**config.mk**
```make
export PLATFORM = sky130hd
export DESIGN_NAME = fetch_control
export DESIGN_NICKNAME = d
export VERILOG_FILES = /design/src/rtl/fetch_control.sv
export SDC_FILE = /design/constraint.sdc
export NUM_CORES = 1
export LEC_CHECK = 0
export BUFFER_PORTS_ARGS = -buffer_cell sky130_fd_sc_hd__buf_2
export CELL_PAD_IN_SITES_DETAIL_PLACEMENT = 1
export CELL_PAD_IN_SITES_GLOBAL_PLACEMENT = 2
export CORE_MARGIN = 8
export CORE_UTILIZATION = 30
export CTS_CLUSTER_SIZE = 16
export DETAILED_ROUTE_END_ITERATION = 7
export GPL_ROUTABILITY_DRIVEN = 0
export HOLD_SLACK_MARGIN = 0.15
export PLACE_DENSITY_LB_ADDON = 0.3
export SETUP_SLACK_MARGIN = 0.4
export SLEW_MARGIN = 20
export SYNTH_ARGS = -nofsm -noshare
export SYNTH_HDL_FRONTEND = slang
export SYNTH_SLANG_ARGS = --single-unit
```
**constraint.sdc**
```tcl
create_clock -name Clk -period 2.36 [get_ports Clk]
set_clock_uncertainty 0.15 [all_clocks]
set_input_delay 0.236 -clock Clk [delete_from_list [all_inputs] [get_ports Clk]]
set_output_delay 0.236 -clock Clk [all_outputs]
set_load 0.01 [all_outputs]
```
**src/rtl/fetch_control.sv**
```systemverilog
// Fetch-stage controller: next-PC selection, instruction capture into a
// small FIFO, and a valid/ready handshake toward decode.
module fetch_control #(
   parameter int unsigned DEPTH        = 2,
   parameter logic [31:0] RESET_VECTOR = 32'h0,
   parameter logic [31:0] PC_INC       = 32'd4
) (
   input  logic                     Clk,
   input  logic                     Reset,
   input  logic [31:0]              PCResult,
   input  logic [31:0]              Instruction,
   input  logic                     RedirectValid,
   input  logic [31:0]              RedirectTarget,
   output logic [31:0]              Address,
   output logic                     DecValid,
   input  logic                     DecReady,
   output logic [31:0]              DecInstr,
   output logic [31:0]              DecPC,
   output logic [31:0]              DecPCPlus4,
   output logic [$clog2(DEPTH):0]   FifoCount,
   output logic                     MisalignErr
);

   localparam int unsigned AW   = $clog2(DEPTH);
   localparam logic [AW:0] FULL = (AW+1)'(DEPTH);

   typedef enum logic {IDLE, RUN} state_t;

   state_t        state, state_nxt;
   logic [AW-1:0] rd_ptr, wr_ptr;
   logic [AW:0]   count;
   logic [31:0]   mem_instr [DEPTH];
   logic [31:0]   mem_pc    [DEPTH];
   logic [31:0]   mem_pc4   [DEPTH];
   logic          push, pop, flush;

   assign DecValid   = (count != '0);
   assign pop        = DecValid & DecReady;
   assign flush      = (state == RUN) & RedirectValid;
   assign FifoCount  = count;
   // Head is read straight from registered storage, so a push is only visible next cycle.
   assign DecInstr   = mem_instr[rd_ptr];
   assign DecPC      = mem_pc[rd_ptr];
   assign DecPCPlus4 = mem_pc4[rd_ptr];

   // State register: IDLE for one cycle after reset, then RUN until reset.
   always_ff @(posedge Clk or negedge Reset) begin
      if (!Reset) state <= IDLE;
      else        state <= state_nxt;
   end

   // Next state, push decision and next-PC mux (redirect > sequential > hold).
   always_comb begin
      state_nxt = state;
      push      = 1'b0;
      Address   = RESET_VECTOR;
      if (state == IDLE) begin
         state_nxt = RUN;
      end else if (RedirectValid) begin
         Address = {RedirectTarget[31:2], 2'b00};
      end else if ((count < FULL) || pop) begin
         push    = 1'b1;
         Address = PCResult + PC_INC;
      end else begin
         Address = PCResult;
      end
   end

   // FIFO storage, pointers and occupancy; redirect flushes everything at once.
   always_ff @(posedge Clk or negedge Reset) begin
      if (!Reset) begin
         rd_ptr <= '0;
         wr_ptr <= '0;
         count  <= '0;
         for (int unsigned i = 0; i < DEPTH; i++) begin
            mem_instr[i] <= '0;
            mem_pc[i]    <= '0;
            mem_pc4[i]   <= '0;
         end
      end else if (flush) begin
         rd_ptr <= '0;
         wr_ptr <= '0;
         count  <= '0;
      end else begin
         if (push) begin
            mem_instr[wr_ptr] <= Instruction;
            mem_pc[wr_ptr]    <= PCResult;
            mem_pc4[wr_ptr]   <= PCResult + PC_INC;
            wr_ptr            <= wr_ptr + AW'(1);
         end
         if (pop) rd_ptr <= rd_ptr + AW'(1);
         case ({push, pop})
            2'b10:   count <= count + (AW+1)'(1);
            2'b01:   count <= count - (AW+1)'(1);
            default: count <= count;
         endcase
      end
   end

   // One-cycle pulse after a redirect whose target is not word aligned.
   always_ff @(posedge Clk or negedge Reset) begin
      if (!Reset) MisalignErr <= 1'b0;
      else        MisalignErr <= flush & (RedirectTarget[1:0] != 2'b00);
   end

endmodule

```
==> out/results.txt <==
Pin count of the biggest net entering global routing -> 58
Synth area leader -> dfrtp_1
Most common cell after layout, fill and taps aside -> nand2_1
P per Cell Area -> 858.8 mW/mm^2
Synthesis warning total -> 0
Total number of placement rows -> 67
FFs w/ async S/R, synth -> 100.0%
Max rail drop VDD -> 0.0005852 V
Vertical die dimension -> 200.1 microns
Area of the placeable core -> 0.03345 sq mm
Post-placement setup slack -> 0.04813 ns
Min Hold Slack -> 0.2017 ns
Period utilisation layout -> 102.9%
Measured slew at the worst slew-check pin -> 0.5418 ns
Netlist Area Pre-Place -> 0.01017 sq mm
DIE WIDTH -> 200.1 microns
Routed length on met3 -> 2448 microns
Synth Area in XOR/XNOR -> 1.809%
Detailed Routing Iterations Pass 1 -> 5
Outcome -> finished, violations left
Unrepaired setup endpoints after global routing -> true
Final min period -> 2.429 ns
CTS sink cnt -> 194
Number of H-tree branching levels -> 4
Largest family of logic cells by synthesized area -> simple AND/OR/NAND/NOR gates
Fraction of the mapped netlist area in compound gates -> 8.688%
Number of buffer cells added on primary ports -> 231
Commonest non-fill, non-tap cells in the layout -> nand2_1 (411), dfrtp_1 (192), buf_2 (129)
Final setup violation count -> 10
Post-route ant nets -> 0
Net count after synthesis -> 1288
Max FO, Critical Path -> 9
Met1 wire length -> 19970 microns
Register bit count reported by yosys -> 194
Number of synthesized flops with an enable pin -> 0
Initial Util -> 30.40%
Number of antenna violations at the first check in global routing -> 2
Die area -> 0.04004 sq mm
Clock transition at path regs -> 0.08 ns
Number of vias in the routed layout -> 10210
Fin worst setup slack -> -0.06920 ns
Via density per instance -> 5.044
End-of-flow core utilization -> 48.86%
Nature of the critical path endpoint -> output port
Worst path required time -> 1.97 ns
Fmax -> 411.7 MHz
Detailed placer's ending HPWL -> 28030 microns
Multiplexer share of the synthesized area -> 10.41%
Simple-gate share of the synthesized area -> 26.88%
Synth top area share -> 47.75%
Vias in the first global route -> 10800
Total Neg Setup Slack -> -0.3415 ns
Number of distinct library cells after synthesis -> 50
Total track usage -> 21.58%
Worst min-delay path class -> input port to register
Violations in the final reports -> negative setup slack
Count of boundary I/O pins -> 232
Drt wl/cell -> 22.07 microns
Top layer used by detailed routing -> met5
Count of final hold-check violations -> 0
Startpoint type of the worst setup path -> register
Number of buffers added by the clock tree synthesis step -> 17
Clock Latency Late Sink -> 0.45 ns
TritonCTS clock tree -> done
Part of the Yosys area used for sequential elements -> 47.75%
Overflow after GRT -> 0
Cell at the root of the clock tree -> clkbuf_16
WS Path Type -> register to output port
Total leakage power -> 7.890 nW
Number of remaining DRC errors -> 0
Top area cells in the synthesized netlist -> dfrtp_1 (48%), nand2_1 (16%), mux2_2 (10%)
Arrival @ worst endpoint -> 2.04 ns
Number of pins with negative max-slew slack in the final report -> 0
Number of buffers between clock root and the deepest sink -> 2
Final nets -> 1661
FILL cells -> 3690
Number of DRC markers after the initial detailed-route iteration -> 522
Cells after Synth -> 1187
Max capacitance violation total -> 0
Share of final-layout standard cells stronger than drive strength 1 -> 38.84%
Most used flip-flop cell after synthesis -> dfrtp_1
Wire length on met2 -> 21560 microns
Growth of design area from synthesis to finish -> 60.74%
Post-Synth Adder-Cell Area -> 0.1231%
Relative slew slack -> 63.88%
First-pass GRT wire length -> 65680 microns
Synthesized area per cell -> 8.566 sq um
Total detailed-routing wirelength -> 44660 microns
## flip-flops by register name, summed over array words and instances, names as in the netlist
name / count
mem_instr: 64
mem_pc: 62
mem_pc4: 62
FifoCount: 2
state: 1
rd_ptr: 1
MisalignErr: 1
wr_ptr: 1
## area by class of cell
type	count	area [sq um]	area share, %
timing repair buffer	458	4456	27.26
tap	448	560.5	3.430
inverter	3	11.26	0.06890
sequential	194	4860	29.74
clock buffer	17	425.4	2.603
clock inverter	15	177.7	1.087
antenna	3	7.507	0.04593
multi-input combinational	886	5846	35.77
## final timing paths
path                       cells past startpoint     startpoint  slack (ns)             to
min in group asynchronous                      3          Reset        0.69  mem_instr[37]
max in group asynchronous                      4          Reset        0.71         rd_ptr
min reg2reg                                    2  mem_instr[11]        0.33  mem_instr[11]
min                                            4   PCResult[16]        0.20    mem_pc4[16]
max reg2reg                                    5   FifoCount[1]        0.18    mem_pc4[59]
max                                            5   FifoCount[1]       -0.07    Address[19]
## synth_stat cells, types with 3 or more instances
cell type,number
a21oi_1,8
a31oi_1,30
a32oi_1,3
and2_1,5
and3_1,7
and4_1,6
buf_1,10
buf_2,13
buf_4,3
clkbuf_1,79
dfrtp_1,194
mux2_2,94
nand2_1,446
nand2b_1,4
nand3_1,34
nand4_1,21
nor2_1,31
nor2b_1,4
nor3_1,12
nor4_1,7
o211a_1,3
o211ai_1,13
o21ai_0,64
o31a_1,3
o31ai_1,7
or2_2,4
or3_1,16
or4_1,20
xnor2_1,11
xor2_1,10
## critical path, stage by stage (launching register included)
cell and delay (ns):
dfrtp_2 0.44, nor2b_2 0.21, buf_6 0.16, o311a_1 0.35, a221o_1 0.29, buf_2 0.15
## timing repair
item	4_1_cts	5_1_grt
buffers inserted	21	13
setup endpoints to repair	235	274
hold buffers	76	2
gates cloned	10	10
endpoints found under the hold margin	366	4
gates resized for setup	237	142
pin swaps	20	24
## kinds of logic (layout without fill, tap and decap cells)
group,count (synthesis),in the layout
buffers and inverters,109,493
adder cells (fa/ha/maj),1,1
flip-flops,194,194
other,1,4
AND/OR/NAND/NOR,624,626
multiplexers,94,94
AO/OA/AOI/OAI,143,143
XOR/XNOR,21,21
## power by group
part	switching, mW	internal (mW)	leakage (nW)
registers	0.534	4.20	2.39
logic	2.69	3.58	5.21
clock network	1.59	1.44	0.289
total	4.82	9.22	7.89
## through the flow
stage | instances | area, sq um | total power, mW
2_1_floorplan | 1187 | 10390 | 6.923
3_3_place_gp | 1857 | 12480 | 8.565
3_5_place_dp | 1857 | 12480 | 8.657
5_1_grt | 2022 | 16340 | 14.79
4_1_cts | 1996 | 15330 | 13.60
6_report | 2024 | 16340 | 14.04
## metal layers
layer	vias to the layer above	global-route usage [%]
li1	4767	-
met1	5138	28.73
met2	262	35.29
met3	41	4.577
met4	2	5.559
met5	-	0
Power figures use the tool's default switching activity.
